$ cat config.mk
export PLATFORM = sky130hd
export DESIGN_NAME = iter_shifter
export DESIGN_NICKNAME = d
export VERILOG_FILES = /design/src/rtl/iter_shifter.sv
export SDC_FILE = /design/constraint.sdc
export NUM_CORES = 1
export LEC_CHECK = 0
export BUFFER_PORTS_ARGS = -buffer_cell sky130_fd_sc_hd__clkbuf_2
export CAP_MARGIN = 0
export CORE_MARGIN = 10
export CORE_UTILIZATION = 58
export CTS_BUF_LIST = sky130_fd_sc_hd__clkbuf_16
export CTS_CLUSTER_SIZE = 10
export DETAILED_ROUTE_END_ITERATION = 10
export PLACE_DENSITY = 0.84
export SLEW_MARGIN = 20
export SYNTH_ARGS = -nofsm -noshare
export SYNTH_HDL_FRONTEND = slang
export SYNTH_SLANG_ARGS = --single-unit
export TNS_END_PERCENT = 30
$ cat constraint.sdc
create_clock -name clk -period 3.25 [get_ports clk]
set_input_delay 0.65 -clock clk [delete_from_list [all_inputs] [get_ports clk]]
set_output_delay 0.65 -clock clk [all_outputs]
set_load 0.01 [all_outputs]
$ cat src/rtl/iter_shifter.sv
// Multi-cycle shift/rotate engine: STEP bit positions per clock with a start/done handshake.
// Out is only written on entry to DONE, so intermediate accumulator values never appear on it.
module iter_shifter #(
    parameter int WIDTH = 16,
    parameter int CNT_W = 4,
    parameter int STEP  = 1
) (
    input  logic             clk,
    input  logic             rst,
    input  logic             Start,
    input  logic [2:0]       Op,
    input  logic [WIDTH-1:0] In,
    input  logic [CNT_W-1:0] Cnt,
    output logic             Busy,
    output logic             Done,
    output logic             Err,
    output logic [WIDTH-1:0] Out
);

    typedef enum logic [1:0] {S_IDLE, S_SHIFT, S_DONE} state_t;

    localparam logic [CNT_W-1:0] STEP_C = CNT_W'(STEP);
    localparam logic [CNT_W:0]   W_C    = (CNT_W+1)'(WIDTH);

    state_t           r_state, w_next;
    logic [WIDTH-1:0] r_acc;
    logic [CNT_W-1:0] r_rem;
    logic [2:0]       r_op;
    logic             r_err;

    logic             w_accept, w_rsvd, w_short;
    logic [CNT_W-1:0] w_s, w_rem_nxt;
    logic [CNT_W:0]   w_inv;
    logic [WIDTH-1:0] w_shifted;

    assign w_accept  = Start && (r_state != S_SHIFT);
    assign w_rsvd    = Op > 3'd4;
    assign w_short   = w_rsvd || (Cnt == '0);
    assign w_s       = (r_rem > STEP_C) ? STEP_C : r_rem;
    assign w_rem_nxt = r_rem - w_s;
    assign w_inv     = W_C - {1'b0, w_s};

    // w_s is never 0 while shifting, so w_inv stays below WIDTH for the rotates
    always_comb begin
        w_shifted = r_acc;
        case (r_op)
            3'd0:    w_shifted = r_acc << w_s;
            3'd1:    w_shifted = r_acc >> w_s;
            3'd2:    w_shifted = $signed(r_acc) >>> w_s;
            3'd3:    w_shifted = (r_acc << w_s) | (r_acc >> w_inv);
            3'd4:    w_shifted = (r_acc >> w_s) | (r_acc << w_inv);
            default: w_shifted = r_acc;
        endcase
    end

    always_ff @(posedge clk or posedge rst) begin
        if (rst) r_state <= S_IDLE;
        else     r_state <= w_next;
    end

    always_comb begin
        w_next = r_state;
        case (r_state)
            S_IDLE, S_DONE: begin
                if (Start) w_next = w_short ? S_DONE : S_SHIFT;
                else       w_next = S_IDLE;
            end
            S_SHIFT: w_next = (w_rem_nxt == '0) ? S_DONE : S_SHIFT;
            default: w_next = S_IDLE;
        endcase
    end

    always_comb begin
        Busy = (r_state == S_SHIFT);
        Done = (r_state == S_DONE);
        Err  = Done && r_err;
    end

    always_ff @(posedge clk or posedge rst) begin
        if (rst) begin
            r_acc <= '0;
            r_rem <= '0;
            r_op  <= '0;
            r_err <= 1'b0;
            Out   <= '0;
        end else if (w_accept) begin
            r_acc <= In;
            r_rem <= Cnt;
            r_op  <= Op;
            if (w_short) begin
                Out   <= In;
                r_err <= w_rsvd;
            end
        end else if (r_state == S_SHIFT) begin
            r_acc <= w_shifted;
            r_rem <= w_rem_nxt;
            if (w_rem_nxt == '0) begin
                Out   <= w_shifted;
                r_err <= 1'b0;
            end
        end
    end

endmodule

==> run_results.csv, run 1 <==
group,metric,value,unit
critical_path,cpMostUsedCell,"buf_4",
critical_path,r2r_end,"Out[7]",
detailed_routing,first_pass_iters,5,
layout,fin_cells,469,
clocking,cts_root_buf,"clkbuf_16",
placement,dp_hpwl,6.55,mm
clocking,clockBufferDepth,2,
layout,layout_common_cells,"44 x clkbuf_2, 42 x dfrtp_1, 35 x nand2_1, 32 x o21ai_0, 32 x a21oi_1",
critical_path,ff2ff_path_depth,9,
critical_path,crit_path_max_fanout,14,
clocking,insertion_delay,0.28,ns
detailed_routing,drt_iter0_markers,413,
power,pwr-share-seq,29.0,%
global_route,grt_pass1_wl,15.6,mm
global_route,grt_antenna_before_repair,0,
layout,fin_nets,428,
yosys,ys_seq_area_share,33.9,%
yosys,synth-async-reset-ratio,100,%
timing,fin_crit_sh,92.1,%
clocking,htree_levels,2,
timing,tightest_slew,0.782,ns
die,initial_core_util,60.3,%
detailed_routing,drc,0,
critical_path,crit_slowest_cell,"or4_1",
placement,dp.cells,462,
layout,diodes,0,
yosys,synth_seq_cells,42,
timing,clock_skew,0.00312,ns
critical_path,crit_path_end_kind,"register",
global_route,grt_use_total,21.9,%
die,row_count,26,
power,power.density,1220,nW/um^2
clocking,cts_inserted_buffers,5,
critical_path,critPathKind,"register to register",
timing,setup_tns,0,ns
global_route,grt_pass1_vias,3074,
timing,maxSlewHeadroom,47.9,%
layout,syn_to_final_growth,13.4,%
yosys,synth_edf_count,0,
die,die_area,8670,sq um
detailed_routing,post_drt_wl_per_cell,20.2,um
run,drv_cap,0,
timing,max_freq,0.334,GHz
power,internal-power,2.20,mW
global_route,grt_max_degree,31,
detailed_routing,via_per_inst,6.84,
yosys,synth_cell_types,60,
placement,gp_congestion,1.06,
clocking,cts_setup_buffers,0,
die,die_y,93.1,um
clocking,cts_hold_buf,0,
timing,grt_setup_unrepaired,"no",
layout,final_common_cell,"clkbuf_2",
layout,final_area,3520,sq um
min_path,hold_path_class,"input pin to async pin",
yosys,synthTopCellsByArea,"dfrtp_1 34%, mux2i_1 8.1%, o21ai_0 5.3%",
die,core_area,5140,sq um
global_route,grt-ovfl-total,0,
critical_path,worstSetupStartpoint,"r_rem[2]",
layout,drive_gt1_share,19.3,%
timing,finalHoldViolCount,0,
placement,port_buffers,44,
power,ir_drop,0.867,mV
die,die_x,93.1,um
yosys,netlist_instances,373,
critical_path,rr_startpoint,"r_rem[2]",
yosys,synth.avg_cell_area,8.32,sq um
yosys,synth.top_cell.area_share,33.9,%
run_status,status,"complete, no violations",
detailed_routing,vias,3208,
clocking,cts_sinks,42,
yosys,synth_top_cell_by_area,"dfrtp_1",
timing,post-route-min-period,2.99,ns
critical_path,start_kind,"register",
critical_path,reg2reg_setup_slack,0.26,ns
clocking,cts_resized,0,
yosys,ys_warn_count,0,
power,comb_power_share,58.2,%
yosys,syn_nets,402,
critical_path,crit_path_max_incr_delay,0.55,ns
detailed_routing,routed_wl,9.48,mm
yosys,ys.flop_type,"dfrtp_1",
power,leakage,1.56,nW
placement,place_area,3360,sq um
timing,setup_viol_count_final,0,
timing,slew_viol_final,0,
clocking,cts_tree,"yes",
critical_path,crit_chain,"or4_1 -> inv_1 -> ha_1 -> buf_4 -> buf_4 -> mux2i_1 -> o21ai_0 -> o311ai_0 -> a22oi_1",
die,ios,45,
detailed_routing,ant_nets,0,
power,p_clk_share,12.9,%
clocking,clkTransAtPathRegs,0.06,ns
power,p_switching,2.10,mW
critical_path,arrival,3.12,ns
power,switching_share,48.9,%
critical_path,required,3.38,ns
yosys,netlist_area,3100,sq um
[worst max path at each step]
stage	end	slack (ns)
after global routing	Out[7]	0.05
after CTS	Out[7]	0.28
after floorplan	Out[9]	0.43
final	Out[7]	0.26
after global placement	Out[10]	0.45
after detailed placement	Out[7]	0.31
[state kept, by name, summed over array words and instances, names as in the netlist]
name / count
r_rem: 4
r_state: 2
r_err: 1
Out: 16
r_op: 3
r_acc: 16
[metrics by stage]
step	hold WS [ns]	utilization [%]	setup slack (ns)	power (mW)
after floorplan	0.442	-	0.427	2.97
after global placement	0.480	65.3	0.453	3.61
after detailed placement	0.479	65.3	0.311	3.67
after CTS	0.389	68.4	0.281	4.24
after global routing	0.401	68.4	0.0470	4.62
final	0.372	68.4	0.258	4.31
[power by group through the flow]
stage          sequential (mW)  clock (mW)  combinational [mW]
2_1_floorplan            0.983           0                1.99
3_3_place_gp              1.22           0                2.39
3_5_place_dp              1.22           0                2.45
4_1_cts                   1.22       0.557                2.47
5_1_grt                   1.28       0.572                2.77
6_report                  1.25       0.554                2.51
[area by class of cell]
class	instances	area, sq um
multi-input combinational	284	1860
fill	425	1620
sequential	42	1050
timing repair buffer	58	325
clock buffer	5	125
tap	70	87.6
clock inverter	2	33.8
inverter	8	30.0
[worst max-delay path, delay by kind of cell, from the launching register on]
family | cells | cell delay (ns)
mux | 1 | 0.14
fa+ha+maj | 1 | 0.44
compound gates | 3 | 0.73
simple gates | 1 | 0.55
buf+inv | 3 | 0.55
flops | 1 | 0.43
[synth_stat cells (3+ instances only)]
master and n:
and4_1 3, nand2_1 35, nand2b_1 3, and2_1 3, nor3_1 6, dfrtp_1 42, a21o_1 4, a31oi_1 3
mux2_2 6, nand3_1 15, o22ai_1 6, a21oi_1 32, a211oi_1 7, ha_1 3, nor2_1 29, buf_1 8
clkbuf_1 23, o211ai_1 7, nor2b_1 7, mux2i_1 25, mux4_2 4, a2111oi_0 3, a22oi_1 7, a221oi_1 5
o21ai_0 33, buf_2 8, inv_1 7
[kinds of logic after synthesis]
kind of cell               count (synthesis)  synth area share (%)
AOI/OAI and AO/OA                        129                  27.1
xor gates and xnor gates                   3                 0.847
adders and majority gates                  3                  1.21
buffers and inverters                     47                  6.01
DFF                                       42                  33.9
muxes                                     35                  13.2
other                                      1                 0.121
and+or+nand+nor                          113                  17.6
[per-layer routing]
metal	part of all wire, %	global-route usage [%]	routed length [um]	up-vias
met5	0	0	0	-
met2	47	34.5	4410	213
met3	10	4.48	947	31
met4	3.0	9.25	287	0
met1	40	28.6	3830	1527
li1	-	-	-	1437
Note: power is estimated with default switching activity, not from simulation.
==> run 2: changes to the inputs <==
--- a/config.mk
+++ b/config.mk
@@ -8,11 +8,11 @@
 export BUFFER_PORTS_ARGS = -buffer_cell sky130_fd_sc_hd__clkbuf_2
 export CAP_MARGIN = 0
 export CORE_MARGIN = 10
-export CORE_UTILIZATION = 58
+export CORE_UTILIZATION = 25
 export CTS_BUF_LIST = sky130_fd_sc_hd__clkbuf_16
 export CTS_CLUSTER_SIZE = 10
 export DETAILED_ROUTE_END_ITERATION = 10
-export PLACE_DENSITY = 0.84
+export PLACE_DENSITY = 0.44
 export SLEW_MARGIN = 20
 export SYNTH_ARGS = -nofsm -noshare
 export SYNTH_HDL_FRONTEND = slang
==> run 2 against run 1 <==
Core utilization fell by 38 points. Clock power decreased by 10%. Global-route usage is 9.8 points lower. Via count decreased by 4.2%. Largest cell class unchanged.
==> run_results.csv, run 2 (synthesis results as in run 1) <==
group,metric,value,unit
layout,layout_common_cells,"44 x clkbuf_2, 42 x dfrtp_1, 35 x nand2_1, 32 x o21ai_0, 32 x a21oi_1",
clocking,clkTransAtPathRegs,0.06,ns
die,core_area,12100,sq um
detailed_routing,vias,3073,
clocking,cts_setup_buffers,0,
detailed_routing,post_drt_wl_per_cell,18.8,um
timing,setup_viol_count_final,0,
detailed_routing,routed_wl,10.7,mm
detailed_routing,drt_iter0_markers,276,
global_route,grt_antenna_before_repair,0,
die,ios,45,
timing,clock_skew,0.00645,ns
power,finalPower,4.29,mW
timing,grt_setup_unrepaired,"no",
timing,max_freq,0.348,GHz
critical_path,path_delay_family,"compound AO/OA/AOI/OAI gates",
timing,maxSlewHeadroom,43.9,%
die,die_x,131,um
timing,setup_tns,0,ns
clocking,insertion_delay,0.29,ns
global_route,grt_max_degree,31,
critical_path,crit_path_max_fanout,14,
clocking,clockBufferDepth,2,
layout,final.fill_count,1296,
placement,port_buffers,44,
detailed_routing,via_per_inst,5.41,
power,ir_drop,0.482,mV
min_path,hold_path_class,"input pin to async pin",
die,row_count,40,
global_route,grt_use_total,12.2,%
layout,fin_nets,428,
placement,gp_congestion,0.846,
power,leakage,1.55,nW
die,die_y,131,um
clocking,cts_inserted_buffers,5,
timing,post-route-min-period,2.87,ns
critical_path,critPathKind,"register to register",
clocking,cts_root_buf,"clkbuf_16",
timing,whs,0.293,ns
clocking,htree_levels,2,
global_route,grt-ovfl-total,0,
clocking,cts_hold_buf,0,
detailed_routing,first_pass_iters,5,
die,initial_core_util,25.7,%
critical_path,crit_buf_inv,2,
run_status,status,"complete, no violations",
layout,syn_to_final_growth,16.8,%
clocking,cts_sinks,42,
critical_path,crit_path_end_kind,"register",
layout,diodes,0,
layout,final_common_cell,"clkbuf_2",
global_route,grt_pass1_vias,3094,
run,drv_cap,0,
critical_path,crit_path_max_incr_delay,0.56,ns
critical_path,crit_slowest_cell,"or4_1",
timing,tightest_slew,0.830,ns
clocking,cts_resized,0,
timing,fin_crit_sh,88.3,%
global_route,grt_pass1_wl,17.4,mm
detailed_routing,ant_nets,0,
critical_path,start_kind,"register",
layout,top_regs,"Out: 16 flops, r_acc: 16 flops, r_rem: 4 flops",
detailed_routing,drc,0,
critical_path,required,3.42,ns
critical_path,arrival,3.04,ns
die,die_area,17300,sq um
timing,slew_viol_final,0,
layout,drive_gt1_share,19.5,%
critical_path,crit_chain,"or4_1 -> inv_1 -> ha_1 -> buf_4 -> mux2i_1 -> nor2_1 -> a2111oi_0 -> a211o_1 -> a22oi_1",
timing,finalHoldViolCount,0,
clocking,cts_tree,"yes",
placement,dp_hpwl,7.67,mm
power,power.density,1190,nW/um^2
run 2: changes by cell type in the layout (fill, tap and decap cells not counted), sizes merged:
cell / delta
clkinv: +2
bufinv: -1
inv: -1
clkinvlp: +1
run 2: cell type report:
cell class	count	area [sq um]	share of cell area, %
clock buffers	5	125	3.45
clock inverters	3	16.3	0.449
well taps	168	210	5.80
multi-input cells	284	1860	51.5
repair buffers	58	325	8.98
flip-flops and latches	42	1050	29.0
inverters	8	30.0	0.829
run 2: path summary, 6_finish.rpt:
kind / slack [ns] / start / cells past startpoint / to
max: 0.38 / r_rem[2] / 9 / Out[11]
min: 0.29 / rst / 2 / Out[12]
max reg2reg: 0.38 / r_rem[2] / 9 / Out[11]
min reg2reg: 0.50 / r_err / 2 / r_err
max in group asynchronous: 2.21 / rst / 3 / r_acc[8]
min in group clk: 0.50 / r_err / 2 / r_err
run 2: per-stage QoR:
step	area [sq um]	utilization, %	setup slack [ns]	instances
final	3620	30.0	0.379	568
after floorplan	3100	-	0.427	373
after detailed placement	3480	28.9	0.436	560
after CTS	3620	30.0	0.399	568
after global routing	3620	30.0	0.102	568
after global placement	3480	28.9	0.396	560
run 2: routing by layer:
metal	GRT usage [%]	up-vias	wire [um]
met3	2.32	19	495
met4	4.45	0	270
met1	15.4	1521	4870
met2	20.0	92	5070
li1	-	1441	-
met5	0	-	0
run 2: power breakdown:
part	total [mW]	leakage (nW)	internal, mW	switching, mW
logic	2.55	0.984	1.07	1.48
registers	1.25	0.496	0.786	0.464
clock network	0.496	0.0672	0.281	0.215
total	4.29	1.55	2.14	2.16
==> run 3: changes to the inputs <==
--- a/config.mk
+++ b/config.mk
@@ -13,6 +13,7 @@
 export CTS_CLUSTER_SIZE = 10
 export DETAILED_ROUTE_END_ITERATION = 10
 export PLACE_DENSITY = 0.44
+export RECOVER_POWER = 50
 export SLEW_MARGIN = 20
 export SYNTH_ARGS = -nofsm -noshare
 export SYNTH_HDL_FRONTEND = slang
==> run 3 against run 2 <==
The flow now finishes with violations (max-capacitance violations, max-slew violations). Core utilization decreased by 0.13 points. Clock skew about the same. First-iteration DRC count decreased by 4.7%. Sequential share of layout area up 0.13 points. Power fell by 0.38%. Sequential power hardly changed. Flip-flop and latch count did not move. Register-to-register slack is essentially flat. Count of clock-buffer cells in the layout unchanged. Die area did not move. Clock power hardly changed. Critical path type unchanged.
==> run_results.csv, run 3 (synthesis results as in run 1) <==
group,metric,value,unit
layout,drive_gt1_share,17.3,%
timing,setup_tns,0,ns
timing,finalHoldViolCount,0,
detailed_routing,via_per_inst,5.43,
clocking,insertion_delay,0.29,ns
critical_path,arrival,3.04,ns
clocking,cts_root_buf,"clkbuf_16",
timing,maxSlewHeadroom,-14.7,%
placement,dp.cells,560,
detailed_routing,routed_wl,10.7,mm
layout,top_regs,"Out: 16 flops, r_acc: 16 flops, r_rem: 4 flops",
power,p_clk_share,11.6,%
timing,setup_viol_count_final,0,
clocking,cts_setup_buffers,0,
power,pwr-share-seq,29.1,%
power,power.density,1190,nW/um^2
layout,fin_nets,428,
critical_path,reg2reg_setup_slack,0.37,ns
timing,slew_viol_final,31,
timing,post-route-min-period,2.88,ns
power,p_switching,2.16,mW
clocking,cts_hold_buf,0,
die,row_count,40,
global_route,grt_pass1_vias,3094,
critical_path,crit_path_end_kind,"register",
run_status,violations,"max-capacitance violations, max-slew violations",
placement,port_buffers,44,
global_route,grt-ovfl-total,0,
global_route,grt_antenna_before_repair,0,
detailed_routing,ant_nets,0,
layout,final_area,3610,sq um
clocking,cts_resized,0,
critical_path,start_kind,"register",
layout,final.fill_count,1301,
critical_path,rr_startpoint,"r_rem[2]",
layout,diodes,0,
run,drv_cap,1,
global_route,grt_max_degree,31,
critical_path,crit_chain,"or4_1 -> inv_1 -> ha_1 -> buf_4 -> mux2i_1 -> nor2_1 -> a2111oi_0 -> a211o_1 -> a22oi_1",
critical_path,ff2ff_path_depth,9,
detailed_routing,drc,0,
power,internal-power,2.12,mW
clocking,clockBufferDepth,2,
power,ir_drop,0.479,mV
die,ios,45,
min_path,hold_path_class,"input pin to async pin",
run_status,status,"finished, violations left",
clocking,htree_levels,2,
clocking,clkTransAtPathRegs,0.06,ns
timing,whs,0.293,ns
critical_path,crit_slowest_cell,"or4_1",
timing,max_freq,0.348,GHz
clocking,cts_inserted_buffers,5,
detailed_routing,drt_iter0_markers,263,
critical_path,worstSetupStartpoint,"r_rem[2]",
power,comb_power_share,59.3,%
die,die_x,131,um
power,leakage,1.52,nW
timing,tightest_slew,1.72,ns
placement,place_area,3480,sq um
detailed_routing,first_pass_iters,4,
clocking,cts_tree,"yes",
placement,dp_hpwl,7.67,mm
critical_path,crit_path_max_fanout,14,
critical_path,critPathKind,"register to register",
layout,layout_common_cells,"42 x dfrtp_1, 37 x clkbuf_2, 35 x nand2_1, 32 x o21ai_0, 32 x a21oi_1",
critical_path,crit_path_max_incr_delay,0.56,ns
global_route,grt_use_total,12.2,%
critical_path,critPathCapture,"Out[11]",
global_route,grt_pass1_wl,17.4,mm
timing,fin_crit_sh,88.5,%
detailed_routing,vias,3082,
die,die_y,131,um
critical_path,required,3.42,ns
timing,clock_skew,0.00614,ns
detailed_routing,post_drt_wl_per_cell,18.8,um
die,initial_core_util,25.7,%
layout,final_common_cell,"dfrtp_1",
placement,gp_congestion,0.846,
critical_path,r2r_end,"Out[11]",
clocking,cts_sinks,42,
die,core_area,12100,sq um
layout,syn_to_final_growth,16.3,%
power,switching_share,50.4,%
layout,fin_cells,568,
die,die_area,17300,sq um
timing,grt_setup_unrepaired,"no",
## run 3: worst min-delay path by stage
| stage | end | slack (ns) | cells past startpoint |
|---|---|---|---|
| 5_1_grt | Out[12] | 0.32 | 2 |
| 2_1_floorplan | r_err | 0.44 | 2 |
| 4_1_cts | Out[12] | 0.30 | 2 |
| 3_5_place_dp | r_err | 0.49 | 2 |
| 6_report | Out[12] | 0.29 | 2 |
| 3_3_place_gp | Out[14] | 0.49 | 2 |
## run 3: metal layers
metal / global-route usage [%] / up-vias / wire length (um)
li1: - / 1438 / -
met1: 15.4 / 1525 / 4810
met2: 20.0 / 104 / 5100
met3: 2.32 / 15 / 555
met4: 4.45 / 0 / 235
met5: 0 / - / 0
## run 3: worst max-delay path, delay by kind of cell (launching register included)
| kind | cells | cell delay [ns] |
|---|---|---|
| DFF | 1 | 0.43 |
| AOI/OAI and AO/OA | 3 | 0.77 |
| and+or+nand+nor | 2 | 0.61 |
| muxes | 1 | 0.16 |
| buffers and inverters | 2 | 0.40 |
| adders and majority gates | 1 | 0.39 |
## run 3: power by group through the flow
stage	Clock (mW)	Combinational (mW)	Sequential (mW)
after global placement	0	2.54	1.25
after floorplan	0	1.99	0.983
after CTS	0.512	2.55	1.24
after global routing	0.531	2.82	1.30
final	0.497	2.54	1.24
after detailed placement	0	2.53	1.25
## run 3: final cells by class
class,count,area [sq um],share of cell area [%]
Clock buffer,5,125,3.47
Clock inverter,3,16.3,0.451
Inverter,8,30.0,0.833
Multi-Input combinational cell,284,1860,51.7
Sequential cell,42,1050,29.1
Tap cell,168,210,5.83
Timing Repair Buffer,58,309,8.57
## run 3: stage by stage
step / utilization [%] / worst slack, ns / total power, mW
floorplan: - / 0.427 / 2.97
global placement: 28.9 / 0.396 / 3.78
detailed placement: 28.9 / 0.436 / 3.78
CTS: 30.0 / 0.399 / 4.30
global route: 29.9 / 0.102 / 4.64
finish: 29.9 / 0.374 / 4.28
